[src/rtl/register_file_sb.sv]
// rtl/register_file_sb.sv - Register file with two combinational read ports, one write port and a per-register scoreboard
//
// Ports:
//   clk, reset_n               clock, asynchronous active-low reset
//   read1/read2, readN_en      read addresses and operand-used qualifiers
//   read_out1/read_out2        combinational read data (optionally forwarded from the write port)
//   write_reg/write_data       write address/data, committed on posedge when reg_write=1
//   mark_valid/mark_reg        decode marks a new outstanding write to mark_reg
//   read1_busy/read2_busy      addressed register still has an unresolved producer
//   stall                      decode must hold this cycle
//   any_pending                at least one outstanding-write counter is nonzero
//   sb_overflow                sticky: a mark arrived while its counter was saturated
module register_file_sb #(
    parameter int DATA_WIDTH = 16,
    parameter int NUM_REGS   = 4,
    parameter int ADDR_WIDTH = 2,
    parameter int CNT_WIDTH  = 2,
    parameter int BYPASS     = 1
) (
    input  logic                  clk,
    input  logic                  reset_n,
    input  logic [ADDR_WIDTH-1:0] read1,
    input  logic [ADDR_WIDTH-1:0] read2,
    input  logic                  read1_en,
    input  logic                  read2_en,
    output logic [DATA_WIDTH-1:0] read_out1,
    output logic [DATA_WIDTH-1:0] read_out2,
    input  logic [ADDR_WIDTH-1:0] write_reg,
    input  logic [DATA_WIDTH-1:0] write_data,
    input  logic                  reg_write,
    input  logic                  mark_valid,
    input  logic [ADDR_WIDTH-1:0] mark_reg,
    output logic                  read1_busy,
    output logic                  read2_busy,
    output logic                  stall,
    output logic                  any_pending,
    output logic                  sb_overflow
);

    localparam logic [CNT_WIDTH-1:0] CNT_MAX = '1;
    localparam logic [CNT_WIDTH-1:0] CNT_ONE = CNT_WIDTH'(1);

    logic [DATA_WIDTH-1:0] rf_q  [NUM_REGS];
    logic [DATA_WIDTH-1:0] rf_d  [NUM_REGS];
    logic [CNT_WIDTH-1:0]  cnt_q [NUM_REGS];
    logic [CNT_WIDTH-1:0]  cnt_d [NUM_REGS];
    logic                  sb_overflow_q;
    logic                  sb_overflow_d;

    logic [NUM_REGS-1:0]   inc;
    logic [NUM_REGS-1:0]   dec;
    logic                  wr_hit1;
    logic                  wr_hit2;

    // Per-register increment/decrement requests. A write to a register with
    // no outstanding producer is an unscheduled write and leaves the count alone.
    always_comb begin
        inc = '0;
        dec = '0;
        for (int i = 0; i < NUM_REGS; i++) begin
            inc[i] = mark_valid && (mark_reg == ADDR_WIDTH'(i));
            dec[i] = reg_write && (write_reg == ADDR_WIDTH'(i)) && (cnt_q[i] != '0);
        end
    end

    always_comb begin
        rf_d          = rf_q;
        cnt_d         = cnt_q;
        sb_overflow_d = sb_overflow_q;
        if (reg_write) begin
            rf_d[write_reg] = write_data;
        end
        for (int i = 0; i < NUM_REGS; i++) begin
            if (inc[i] && !dec[i]) begin
                // Saturate rather than wrap; losing track of a producer is flagged.
                if (cnt_q[i] == CNT_MAX) begin
                    sb_overflow_d = 1'b1;
                end else begin
                    cnt_d[i] = cnt_q[i] + CNT_ONE;
                end
            end else if (dec[i] && !inc[i]) begin
                cnt_d[i] = cnt_q[i] - CNT_ONE;
            end
        end
    end

    always_ff @(posedge clk or negedge reset_n) begin
        if (!reset_n) begin
            for (int i = 0; i < NUM_REGS; i++) begin
                rf_q[i]  <= '0;
                cnt_q[i] <= '0;
            end
            sb_overflow_q <= 1'b0;
        end else begin
            for (int i = 0; i < NUM_REGS; i++) begin
                rf_q[i]  <= rf_d[i];
                cnt_q[i] <= cnt_d[i];
            end
            sb_overflow_q <= sb_overflow_d;
        end
    end

    assign wr_hit1 = reg_write && (write_reg == read1);
    assign wr_hit2 = reg_write && (write_reg == read2);

    assign read_out1 = ((BYPASS != 0) && wr_hit1) ? write_data : rf_q[read1];
    assign read_out2 = ((BYPASS != 0) && wr_hit2) ? write_data : rf_q[read2];

    // When the last outstanding producer is being written this cycle and is
    // forwarded, the operand is ready. With two or more outstanding, a younger
    // producer is still in flight, so the register stays busy.
    assign read1_busy = (cnt_q[read1] != '0) &&
                        !((BYPASS != 0) && wr_hit1 && (cnt_q[read1] == CNT_ONE));
    assign read2_busy = (cnt_q[read2] != '0) &&
                        !((BYPASS != 0) && wr_hit2 && (cnt_q[read2] == CNT_ONE));

    assign stall = (read1_en && read1_busy) || (read2_en && read2_busy);

    always_comb begin
        any_pending = 1'b0;
        for (int i = 0; i < NUM_REGS; i++) begin
            any_pending = any_pending || (cnt_q[i] != '0);
        end
    end

    assign sb_overflow = sb_overflow_q;

endmodule

[config.mk]
export PLATFORM = sky130hd
export DESIGN_NAME = register_file_sb
export DESIGN_NICKNAME = d
export VERILOG_FILES = /design/src/rtl/register_file_sb.sv
export SDC_FILE = /design/constraint.sdc
export NUM_CORES = 1
export LEC_CHECK = 0
export ABC_AREA = 1
export CAP_MARGIN = 20
export CORE_UTILIZATION = 45
export DETAILED_ROUTE_END_ITERATION = 16
export DONT_BUFFER_PORTS = 1
export GPL_TIMING_DRIVEN = 0
export PLACE_DENSITY_LB_ADDON = 0.05
export SETUP_SLACK_MARGIN = 0.3
export SLEW_MARGIN = 30
export SYNTH_ARGS = -nofsm -noshare
export SYNTH_HDL_FRONTEND = slang
export SYNTH_SLANG_ARGS = --single-unit
[constraint.sdc]
create_clock -name clk -period 2.65 [get_ports clk]
set_input_delay 0.53 -clock clk [delete_from_list [all_inputs] [get_ports clk]]
set_output_delay 0.53 -clock clk [all_outputs]
set_load 0.02 [all_outputs]
# Yosys cells after proc, flatten, opt, wreduce, memory -nomap -nowiden
# Cells that the tools add are included.
[op_classes]
add_sub_neg = 8
mul = 0
n_div = 0
magnitude_cmp = 4
n_eq_ne = 18
shifts = 0
mux = 37
bitwise = 3
reduce_logical = 59
[ops]
columns = ["operator", "count"]
rows = [
  ["16-bit 2-to-1 mux", 7],
  ["16-bit binary-select mux with 2-bit select", 2],
  ["64-bit bitwise mux", 1],
  ["16-bit demux with 2-bit select", 1],
  ["2-bit 2-to-1 mux", 16],
  ["1-bit logical AND", 29],
  ["2-bit nonzero test", 10],
  ["2-bit == test, second input constant", 8],
  ["1-bit logical NOT", 10],
  ["3-bit greater-or-equal comparator, second input constant", 3],
  ["2-bit inverter with 3-bit output", 3],
  ["2-bit by 1-bit adder with 2-bit output, second input constant", 4],
  ["2-bit binary-select mux with 2-bit select", 2],
  ["2-bit by 1-bit == test with 1-bit output, second input constant", 4],
  ["1-bit 2-to-1 mux", 8],
  ["2-bit inequality test, second input constant", 4],
  ["2-bit AND reduction", 4],
  ["2-bit by 1-bit subtractor with 2-bit output, second input constant", 4],
  ["2-bit == test", 2],
  ["2-bit logical NOT", 2],
  ["1-bit logical OR", 4],
  ["3-bit by 1-bit < comparator with 1-bit output, second input constant", 1],
]
[word_totals]
ff_bits = 73
latch_bits = 0
ramBits = 0
romBits = 0
input_bits = 30
output_inout_bits = 37
word_cells = 138
n_memories = 0

# Depth between registers and ports, before layout
[depth]
ltp_word = 12
ltp_mapped = 10
ltp_nobuf = 8

# Worst setup path before layout
# No wires, ideal clock.
[synth_timing]
kind = "in2out"
startpoint = "in read2[1]"
endpoint = "out read_out2[10]"
arrival_ps = 1480
t_required_ps = 2120
slack_ps = 640
cell_stages = 7
n_path_buf = 2
cell_sequence = "buf_4 -> inv_1 -> nand2_1 -> nand2_1 -> nand3_4 -> buf_6 -> o21ai_1"
[synth_between]
elab_chain_cells = 5
elab_cells_between_ends = 7
cone_classes = "1 x eq/ne; 4 x mux; 1 x bitwise; 1 x reduce/logical"
[synth_rtl]
columns = ["element", "line", "source"]
rows = [
  ["start: declaration", "23", "input logic [ADDR_WIDTH-1:0] read2,"],
  ["2-bit inverter with 3-bit output (not written as such)", "107", "assign read_out2 = ((BYPASS != 0) && wr_hit2) ? write_data : rf_q[read2];"],
  ["16-bit binary-select mux with 2-bit select", "107", ""],
  ["16-bit 2-to-1 mux (not written as such) (2 in series)", "107", ""],
  ["16-bit 2-to-1 mux (*)", "107", ""],
  ["end: declaration", "27", "output logic [DATA_WIDTH-1:0] read_out2,"],
]
# Mark *: on every way between the ends. The rest lies on a longest branch, timed or not. The select of a mux whose other input is x is not followed.

# Final worst setup path
[layout_timing]
startpoint = "in read1[1]"
endpoint = "out read_out1[9]"
[layout_between]
elab_chain_cells = 5
elab_cells_between_ends = 7
cone_classes = "1 x eq/ne; 4 x mux; 1 x bitwise; 1 x reduce/logical"
[layout_rtl]
columns = ["element", "line", "source"]
rows = [
  ["start: declaration", "22", "input logic [ADDR_WIDTH-1:0] read1,"],
  ["2-bit inverter with 3-bit output (not written as such)", "106", "assign read_out1 = ((BYPASS != 0) && wr_hit1) ? write_data : rf_q[read1];"],
  ["16-bit binary-select mux with 2-bit select", "106", ""],
  ["16-bit 2-to-1 mux (not written as such) (2 in series)", "106", ""],
  ["16-bit 2-to-1 mux (*)", "106", ""],
  ["end: declaration", "26", "output logic [DATA_WIDTH-1:0] read_out1,"],
]
# Marked as above.

==> run_results.csv <==
group,metric,value,unit
hold_path,min_path_type,"in2async",
synth,ys_types,22,
drt,drt-pass1-iter-count,6,
placement,gp_congestion,0.829,
synth,ys_warn_count,0,
synth,syn-num-nets,665,
power_and_ir_drop,leakage,2.34,nW
timing,worst_slew_pin_slew,723,ps
setup_path,reg2reg_slack,1500,ps
setup_path,worstPathRequired,2120,ps
drt,wl,15.0,mm
power_and_ir_drop,p_int,2.32,mW
power_and_ir_drop,p_sw_share,35.6,%
setup_path,reg2reg_from,"cnt_q[0]",
placement,numPortBuffers,0,
clocking,cts_root_buffer,"clkbuf_8",
placement,dp_hpwl,10.1,mm
die,rows,36,
die,core,0.00977,mm²
timing,finalHoldViolations,0,
synth,synth-seq-cells,73,
power_and_ir_drop,clockPowerShare,31.6,%
grt,grt_pass1_vias,4223,
setup_path,cp.arrival,1740,ps
drt,drtIter0Drc,326,
timing,fmax,441,MHz
timing,setup_viol,0,
cells_and_area,fin_nets,677,
synth,avgSynthCellArea,7.13,µm²
clocking,clockBufferDepth,2,
setup_path,critPathKind,"in2out",
setup_path,crit_fanout,10,
power_and_ir_drop,switchingPower,1.28,mW
clocking,cts_tree,"done",
cells_and_area,drive_gt1_share,14.7,%
power_and_ir_drop,combPwrFrac,27.0,%
die,die_area,0.0105,mm²
timing,skew,2.71,ps
clocking,cts.clk_slew.worst_paths,80,ps
clocking,numCtsBuffers,9,
cells_and_area,layout_commonest_cell,"o21ai_0",
drt,avgRoutedWirePerCell,19.1,µm
grt,grt_pass1_wl,23.3,mm
die,fp.dieW,102,µm
drt,postRouteAntennaNets,0,
drt,vias_per_cell,5.67,
cells_and_area,fillCellCount,1024,
timing,maxSlewViolCount,0,
cells_and_area,final_util,51.0,%
drt,drc,0,
cells_and_area,diodes,0,
setup_path,setup.worst_path.start,"read1[1]",
setup_path,start_kind,"input port",
timing,rsz0062_at_grt,"no",
grt,grt_antenna_before_repair,0,
synth,synthesis.area,0.00453,mm²
die,die_h,102,µm
synth,yosysSeqAreaShare,40.4,%
setup_path,worstSetupEndpointType,"primary output",
cells_and_area,layout_common_cells,"o21ai_0, nand2_1, dfrtp_1",
timing,period_share,85.5,%
grt,grt_max_degree,74,
power_and_ir_drop,powerDensity,722,mW/mm²
power_and_ir_drop,seqPwrFrac,41.4,%
timing,slew_headroom,51.8,%
cells_and_area,areaGrowthSynthToFinish,10.2,%
grt,grt-ovfl-total,0,
clocking,insertion_delay,340,ps
synth,netlist_instances,635,
clocking,h-tree-depth,3,
grt,grt_use_total,30.3,%
outcome,status,"finished, final reports clean",
clocking,cts_sinks,73,
power_and_ir_drop,vdd_drop_max,0.000301,V
drt,vias,4450,
die,io_pins,67,
timing,fin_tns_setup,0,ps
timing,period_minus_slack,2270,ps
run,cap_violations,0,
die,initial_utilization,46.3,%
-- metrics by stage --
step | cells | power, mW | worst slack [ps] | area, µm² | hold WS, ps
2_1_floorplan | 635 | 2.21 | 640 | 4530 | 234
3_3_place_gp | 768 | 2.41 | 364 | 4690 | 237
3_5_place_dp | 768 | 2.44 | 351 | 4690 | 236
4_1_cts | 785 | 3.60 | 350 | 4980 | 84.2
5_1_grt | 785 | 3.81 | 327 | 4990 | 92.0
6_report | 785 | 3.60 | 384 | 4990 | 67.2
-- logic make-up after synthesis --
| kind of cell | share of synthesized area, % |
|---|---|
| buf+inv | 10.4 |
| flops | 40.4 |
| compound gates | 29.0 |
| simple gates | 20.2 |
-- synthesized netlist by cell type --
| cell type | count | area share [%] |
|---|---|---|
| o21ai_0 | 163 | 18 |
| nand2_1 | 157 | 13 |
| dfrtp_1 | 73 | 40 |
| inv_1 | 51 | 4.2 |
| nor2_1 | 43 | 3.6 |
| a21oi_1 | 37 | 4.1 |
| o21ai_2 | 31 | 6.0 |
| buf_2 | 19 | 2.1 |
| nand3_1 | 13 | 1.4 |
| clkbuf_1 | 10 | 0.83 |
| buf_4 | 8 | 1.3 |
| buf_6 | 6 | 1.5 |
| o21ai_1 | 6 | 0.66 |
| inv_2 | 4 | 0.33 |
| nand4_1 | 4 | 0.55 |
| nand3_2 | 3 | 0.66 |
| nor3_1 | 2 | 0.22 |
| a21oi_2 | 1 | 0.19 |
| clkbuf_2 | 1 | 0.11 |
| nand3_4 | 1 | 0.39 |
| nor2_4 | 1 | 0.25 |
| nor4_1 | 1 | 0.14 |
-- per-layer routing --
layer / vias up / wire length [µm] / GRT usage, %
li1: 2126 / - / -
met1: 2082 / 6440 / 40.5
met2: 208 / 6720 / 47.3
met3: 34 / 1450 / 7.32
met4: 0 / 386 / 11.9
met5: - / 0 / 0
-- registers in the layout (all words and copies together), names as in the netlist --
name,count
cnt_q,8
rf_q,64
sb_overflow,1
-- critical path: stages --
cell      delay (ps)
buf_4            150
clkbuf_1         470
o21ai_0          190
o21ai_0          180
nand2_1           90
o21ai_2          130
-- power groups by stage --
stage / clock [mW] / sequential (mW) / combinational [mW]
detailed placement: 0 / 1.51 / 0.936
CTS: 1.15 / 1.49 / 0.966
global placement: 0 / 1.50 / 0.914
finish: 1.14 / 1.49 / 0.972
global route: 1.20 / 1.52 / 1.09
floorplan: 0 / 1.46 / 0.746
-- path summary, 6_finish.rpt --
kind / end / depth (start not counted)
max: read_out1[9] / 6
max in group asynchronous: rf_q[20] / 1
min reg2reg: rf_q[19] / 2
min: rf_q[40] / 1
min in group clk: rf_q[35] / 2
max reg2reg: cnt_q[0] / 5
-- cell type report --
| type | count | area, µm² | area share, % |
|---|---|---|---|
| multi-input cells | 463 | 2230 | 44.7 |
| flip-flops and latches | 73 | 1830 | 36.6 |
| plain buffers | 44 | 269 | 5.39 |
| inverters | 55 | 206 | 4.14 |
| well taps | 133 | 166 | 3.34 |
| clock buffers | 12 | 165 | 3.31 |
| clock inverters | 4 | 97.6 | 1.96 |
| repair buffers | 1 | 27.5 | 0.552 |
-- what timing repair did --
action	4_1_cts	5_1_grt
setup endpoints to repair	0	5
setup buffers	0	0
endpoints found under the hold margin	73	0
resized for setup	0	7
hold buffers	1	0
(Power assumes the default switching activity.)
